`config.mk`:
```
export PLATFORM = sky130hd
export DESIGN_NAME = riscv_alu_ctrl_mc
export DESIGN_NICKNAME = d
export VERILOG_FILES = /design/src/rtl/riscv_alu_ctrl_mc.sv
export SDC_FILE = /design/constraint.sdc
export NUM_CORES = 1
export LEC_CHECK = 0
export CAP_MARGIN = 20
export CORE_ASPECT_RATIO = 1.5
export CORE_MARGIN = 2
export CORE_UTILIZATION = 40
export CTS_BUF_LIST = sky130_fd_sc_hd__clkbuf_16
export CTS_CLUSTER_SIZE = 20
export DETAILED_ROUTE_END_ITERATION = 10
export PLACE_DENSITY = 0.82
export SLEW_MARGIN = 20
export SYNTH_ARGS = -nofsm -noshare
export SYNTH_HDL_FRONTEND = slang
export SYNTH_SLANG_ARGS = --single-unit
```
`constraint.sdc`:
```
create_clock -name clk -period 4.5 [get_ports clk]
set_clock_uncertainty 0.2 [all_clocks]
set_input_delay 0.45 -clock clk [delete_from_list [all_inputs] [get_ports clk]]
set_output_delay 0.45 -clock clk [all_outputs]
set_load 0.05 [all_outputs]
```
`src/rtl/riscv_alu_ctrl_mc.sv`:
```
// Multi-cycle ALU controller: decodes OP / OP-IMM instructions into ALU select
// and writeback controls, and sequences M-extension ops through an external
// mul/div unit with a start/done handshake and a bounded wait.
module riscv_alu_ctrl_mc #(
  parameter int unsigned ENABLE_M     = 1,
  parameter int unsigned ENABLE_OPIMM = 1,
  parameter int unsigned MD_TIMEOUT   = 64,
  parameter int unsigned CNT_W        = 7
) (
  input  logic        clk,
  input  logic        rst,
  input  logic        instr_valid,
  input  logic [31:0] instr,
  output logic        instr_ready,
  input  logic        muldiv_done,
  output logic        muldiv_start,
  output logic        ctrl_valid,
  output logic [4:0]  alu_sel,
  output logic        alu_src,
  output logic        reg_wen,
  output logic        illegal,
  output logic        md_timeout
);

  typedef enum logic [0:0] {IDLE, MD_WAIT} state_t;

  localparam logic [6:0]       OPC_OP     = 7'b0110011;
  localparam logic [6:0]       OPC_OPIMM  = 7'b0010011;
  localparam logic [6:0]       F7_BASE    = 7'b0000000;
  localparam logic [6:0]       F7_ALT     = 7'b0100000;
  localparam logic [6:0]       F7_MULDIV  = 7'b0000001;
  localparam logic [CNT_W-1:0] CNT_LAST   = CNT_W'(MD_TIMEOUT - 1);

  state_t            state;
  logic [CNT_W-1:0]  cnt;
  logic [2:0]        f3;
  logic [6:0]        f7;
  logic              dec_legal;
  logic              dec_md;
  logic [4:0]        dec_sel;
  logic              dec_src;
  logic              fire;
  logic              unused_instr_bits;

  assign f3   = instr[14:12];
  assign f7   = instr[31:25];
  assign fire = instr_valid && instr_ready;

  // Register fields are not needed for control decode.
  assign unused_instr_bits = ^{instr[24:15], instr[11:7]};

  // Combinational decode of the offered instruction.
  always_comb begin
    dec_legal = 1'b0;
    dec_md    = 1'b0;
    dec_sel   = '0;
    dec_src   = 1'b0;
    case (instr[6:0])
      OPC_OP: begin
        if (f7 == F7_BASE) begin
          dec_legal = 1'b1;
          dec_sel   = {f3, 2'b00};
        end else if (f7 == F7_ALT && (f3 == 3'b000 || f3 == 3'b101)) begin
          dec_legal = 1'b1;
          dec_sel   = {f3, 2'b10};
        end else if (f7 == F7_MULDIV && ENABLE_M != 0) begin
          dec_legal = 1'b1;
          dec_md    = 1'b1;
          dec_sel   = {f3, 2'b01};
        end
      end
      OPC_OPIMM: begin
        if (ENABLE_OPIMM != 0) begin
          dec_src = 1'b1;
          case (f3)
            3'b001: begin
              dec_legal = (f7 == F7_BASE);
              dec_sel   = 5'b00100;
            end
            3'b101: begin
              dec_legal = (f7 == F7_BASE) || (f7 == F7_ALT);
              dec_sel   = {3'b101, (f7 == F7_ALT), 1'b0};
            end
            default: begin
              dec_legal = 1'b1;
              dec_sel   = {f3, 2'b00};
            end
          endcase
        end
      end
      default: ;
    endcase
  end

  // Control FSM; every output is registered and pulses default low each cycle.
  always_ff @(posedge clk or posedge rst) begin
    if (rst) begin
      state        <= IDLE;
      cnt          <= '0;
      instr_ready  <= 1'b1;
      muldiv_start <= 1'b0;
      ctrl_valid   <= 1'b0;
      alu_sel      <= '0;
      alu_src      <= 1'b0;
      reg_wen      <= 1'b0;
      illegal      <= 1'b0;
      md_timeout   <= 1'b0;
    end else begin
      muldiv_start <= 1'b0;
      ctrl_valid   <= 1'b0;
      reg_wen      <= 1'b0;
      illegal      <= 1'b0;
      md_timeout   <= 1'b0;
      case (state)
        IDLE: begin
          if (fire) begin
            if (!dec_legal) begin
              illegal <= 1'b1;
            end else if (dec_md) begin
              muldiv_start <= 1'b1;
              alu_sel      <= dec_sel;
              alu_src      <= dec_src;
              cnt          <= '0;
              instr_ready  <= 1'b0;
              state        <= MD_WAIT;
            end else begin
              ctrl_valid <= 1'b1;
              reg_wen    <= 1'b1;
              alu_sel    <= dec_sel;
              alu_src    <= dec_src;
            end
          end
        end
        MD_WAIT: begin
          cnt <= cnt + 1'b1;
          // done takes priority over an expiring wait in the same cycle
          if (muldiv_done) begin
            ctrl_valid  <= 1'b1;
            reg_wen     <= 1'b1;
            instr_ready <= 1'b1;
            state       <= IDLE;
          end else if (cnt == CNT_LAST) begin
            md_timeout  <= 1'b1;
            instr_ready <= 1'b1;
            state       <= IDLE;
          end
        end
        default: begin
          instr_ready <= 1'b1;
          state       <= IDLE;
        end
      endcase
    end
  end

endmodule
```
# Yosys cells after proc, flatten, opt, wreduce, memory -nomap -nowiden
# Index checks and enable logic that the tools add are counted.
# classes
n_bitwise	1
muxes	42
reduce_logical	9
eq_ne	11
add_sub_neg	1
# op_table
operator	count
2-to-1 mux 1 bit	28
equality test 7 x 6 -> 1 bit (second input constant)	3
2-to-1 mux 7 bit	3
one-hot mux 5 bit (2 select lines)	2
2-to-1 mux 5 bit	3
one-hot mux 7 bit (2 select lines)	1
one-hot mux 1 bit (2 select lines)	5
adder 7 x 1 -> 7 bit (second input constant)	1
equality test 7 x 1 -> 1 bit (second input constant)	1
equality test 7 x 5 -> 1 bit (second input constant)	1
logical NOT 7 bit	1
!= test 2 bit (second input constant)	3
AND reduction 3 bit	2
AND reduction 4 bit	1
equality test 3 x 1 -> 1 bit (second input constant)	1
equality test 3 bit (second input constant)	1
logical NOT 3 bit	1
!= test 3 x 2 -> 1 bit (second input constant)	1
logical AND 1 bit	2
logical OR 1 bit	2
inverter 1 bit	1
# totals
in_bits	36
wordCells	73
register_bits	19
out_inout_bits	12

# Logic depth before layout (Yosys ltp)
# logic_depth
word_depth	10
ltp_mapped	6
ltp_nobuf	6

# Worst setup path before layout
# OpenSTA, ideal clock, no wires.
# synth_path
kind	input to register
startpoint	in instr[12]
endpoint	reg alu_sel[0]
t_arrival_ns	1.796
setup_time_ns	0.125
cell_stages	6
slack_ns	2.379
n_path_buf	1
required_ns	4.175
path_cell_list	buf_6 or4b_1 o2111ai_2 a31oi_4 nor2_4 mux2_4
# synth_between
elab_chain_len	7
elab_cells_between_ends	13
cone_classes	eq/ne (2); mux (7); reduce/logical (4)
# synth_rtl
element	line	rtl
from (decl)	13	input logic [31:0] instr,
equality test 3 bit / logical NOT 3 bit (equally long branches)	63, 75	
logical OR 1 bit	63	end else if (f7 == F7_ALT && (f3 == 3'b000 || f3 == 3'b101)) begin
logical AND 1 bit	63	
2-to-1 mux 1 bit	63	
2-to-1 mux 1 bit	60	if (f7 == F7_BASE) begin
one-hot mux 1 bit (2 select lines)	58	case (instr[6:0])
AND reduction 3 bit (no line)	--	
to (signal assigned)	121	alu_sel <= dec_sel;
to (signal assigned)	129	alu_sel <= dec_sel;
to (decl)	18	output logic [4:0] alu_sel,
# Parallel ways exist; a longest one is shown, timed or not.
# A chain may end at the register's enable or synchronous reset.

# Final worst setup path
# Ends and elaborated chain as after synthesis.

==> qor.txt <==
sequential cell area fraction in the yosys report - 0.4405
number of global-route vias before repair - 933
Final Cycle Share - 0.5451
cell types with the largest area share after synthesis - sky130_fd_sc_hd__dfrtp_1 42%, sky130_fd_sc_hd__nand2_1 4.5%, sky130_fd_sc_hd__mux2_4 4.2%
initial DRC count - 31
worst setup path class - in2reg
number of buffers added by the clock tree synthesis step - 3
number of gates resized after cts - 0
Routed WL - 2333 um
wire length of the first global-routing pass - 3857 um
pin count of the biggest net entering global routing - 20
number of antenna violations at the first check in global routing - 0
netlist area before placement - 0.001082 mm^2
starting utilization of the core area - 0.4133
number of flops mapped to enable cells by yosys - 0
crit end category - flip-flop
Post-Syn Instances - 105
Required @ worst endpoint - 4430 ps
Tightest Hold Check Type - reg2reg
Netlist cell types - 45
library cell with the largest summed area after synthesis - sky130_fd_sc_hd__dfrtp_1
Peak VDD IR - 0.0001645 V
transition time at the pin with the least slew margin - 699.4 ps
launch point of the critical path - instr[12]
hold path start - cnt[6]$_DFFE_PP0P_
minimum period implied by the final worst setup slack - 2453 ps
final core utilization - 0.5748
Antenna Cells - 0
count of yosys warnings during synthesis - 0
Layout Area Growth over Synthesis - 39.07%
clock slew at reported path FFs - 50 ps
HPWL Detailed - 1810 um
Power per Cell Area - 298.8 mW/mm^2
result of the run - completed
# H-tree levels - 1
cell breakdown of the critical path - clkdlybuf4s50_1 > or4b_1 > o2111ai_2 > a31oi_4 > nor2_4 > mux2_4
# setup viols final - 0
via count - 934
Post-Syn Area per Cell - 10.31 um^2
post-synthesis register bit count - 19
Root Driver - sky130_fd_sc_hd__clkbuf_16
worst hold margin - 293.4 ps
leading cell types by count after synthesis - 18 x sky130_fd_sc_hd__dfrtp_1, 13 x sky130_fd_sc_hd__nand2_1, 8 x sky130_fd_sc_hd__nor2_1, 5 x sky130_fd_sc_hd__inv_1, 5 x sky130_fd_sc_hd__nand4_1
arrival time at the worst endpoint - 2380 ps
weighted congestion reported at the end of routability-driven placement - 0.8616
io pins - 48
standby leakage power - 0.5918 nW
startpoint kind of the worst setup timing path - input pin
buffers inserted by post-CTS timing repair - 0
Async S/R FF share, synth - 1.000
Post-Syn Nets - 142
endpoints failing hold - 0
unrepaired setup endpoints after global routing - no
CTS tree - built
IO Port Bufs - 32
Die H - 67.71 um
Max stage delay on crit path - 580 ps
clk_lat worst skew - 250 ps
number of nets with antenna violations after detailed routing - 0
dominant cell by count in the synthesized netlist - sky130_fd_sc_hd__dfrtp_1
slowest cell on the critical path - sky130_fd_sc_hd__or4b_1
sum of overflow across all layers after global routing - 0
area share of the largest cell type after synthesis - 0.4162
iteration count of the initial detailed-routing pass - 4
maximum root-to-sink buffer count - 2
Primary FF master, synth - sky130_fd_sc_hd__dfrtp_1
Chip Width - 46.47 um
WL/cell - 13.33 um
number of nets in the final layout - 176
vias per cell - 5.337
fraction of final layout cells sized beyond drive strength 1 - 0.1304
count of final max-slew check failures - 0
number of hold buffers added after CTS - 0
number of remaining DRC errors - 0
CP max FO - 8
GRT Overall Usage - 0.1691
Sinks on Clock Net - 19
placeable core region - 0.002619 mm^2
sum of negative setup slack - 0 ps
standard-cell row count - 23
highest attainable clock frequency - 407.7 MHz
die area - 0.003146 mm^2
tightest slew margin relative to the limit - 0.5332
source of the worst register-to-register timing path - instr_ready$_DFFE_PP1P_
Max-Cap Viols - 0
==> where the power goes <==
part	leakage, nW	switching (W)	internal, W	total (W)
clock	0.0423	0.0000598	0.000118	0.000178
sequential	0.230	0.00000913	0.000182	0.000191
combinational	0.319	0.0000423	0.0000384	0.0000806
total	0.592	0.000111	0.000339	0.000450
==> layout make-up <==
| cell class | count | area, um^2 |
|---|---|---|
| clock inverter | 1 | 3.754 |
| tap | 37 | 46.29 |
| timing repair buffer | 32 | 320.3 |
| sequential | 19 | 476.7 |
| clock buffer | 3 | 75.07 |
| fill | 225 | 1114 |
| multi-input combinational | 78 | 564.3 |
| inverter | 5 | 18.77 |
==> logic make-up (layout without fill, tap and decap cells) <==
kind of cell / Yosys count / count (layout) / synth area share
buffers and inverters: 8 / 41 / 0.03815
AO/OA/AOI/OAI: 22 / 22 / 0.1642
XOR/XNOR: 3 / 3 / 0.02428
flip-flops: 19 / 19 / 0.4405
multiplexers: 5 / 5 / 0.06127
adder cells (fa/ha/maj): 1 / 1 / 0.01156
AND/OR/NAND/NOR: 47 / 47 / 0.2601
==> registers in the layout, indices dropped and copies added, names as in the netlist <==
register	count
illegal	1
state	1
instr_ready	1
md_timeout	1
cnt	7
muldiv_start	1
alu_src	1
reg_wen	1
alu_sel	5
==> layout by cell type (no fill, tap or decap), drive strengths merged, types with 3 or more instances in the layout <==
cell	instances
a211oi	3
o21ai	5
inv	6
nand4	5
nand3b	3
nor2	11
clkbuf	3
nand3	4
dfrtp	18
nand2	13
clkdlybuf4s50	32
mux2	4
==> stage by stage <==
stage | instance area, um^2 | worst slack [ps] | total power (W) | cells
after global routing | 1505 | 1987 | 0.0004677 | 175
after detailed placement | 1426 | 1798 | 0.0002748 | 171
after global placement | 1426 | 1825 | 0.0002722 | 171
after floorplan | 1082 | 2379 | 0.0002388 | 105
final | 1505 | 2047 | 0.0004497 | 175
after CTS | 1505 | 2055 | 0.0004512 | 175
==> final timing paths <==
check | end | slack, ps | cells after the start
max in group asynchronous | cnt[4]$_DFFE_PP0P_ | 3240 | 2
min reg2reg | md_timeout$_DFF_PP0_ | 290 | 1
min in group asynchronous | alu_sel[0]$_DFFE_PP0P_ | 410 | 2
max reg2reg | alu_sel[0]$_DFFE_PP0P_ | 2610 | 5
min | md_timeout$_DFF_PP0_ | 290 | 1
max | alu_sel[0]$_DFFE_PP0P_ | 2050 | 6
==> worst max-delay path, delay by kind of cell <==
| family | cells | cell delay (ps) |
|---|---|---|
| buf+inv | 1 | 540 |
| mux | 1 | 320 |
| simple gates | 2 | 790 |
| compound gates | 2 | 270 |
==> routing by layer <==
layer,vias to the layer above,GRT usage,part of all wire
met2,31,0.2899,0.54
met3,6,0.02674,0.033
met5,-,0,0
li1,461,-,-
met4,0,0.07857,0.023
met1,436,0.1980,0.40
(Power assumes the default switching activity.)
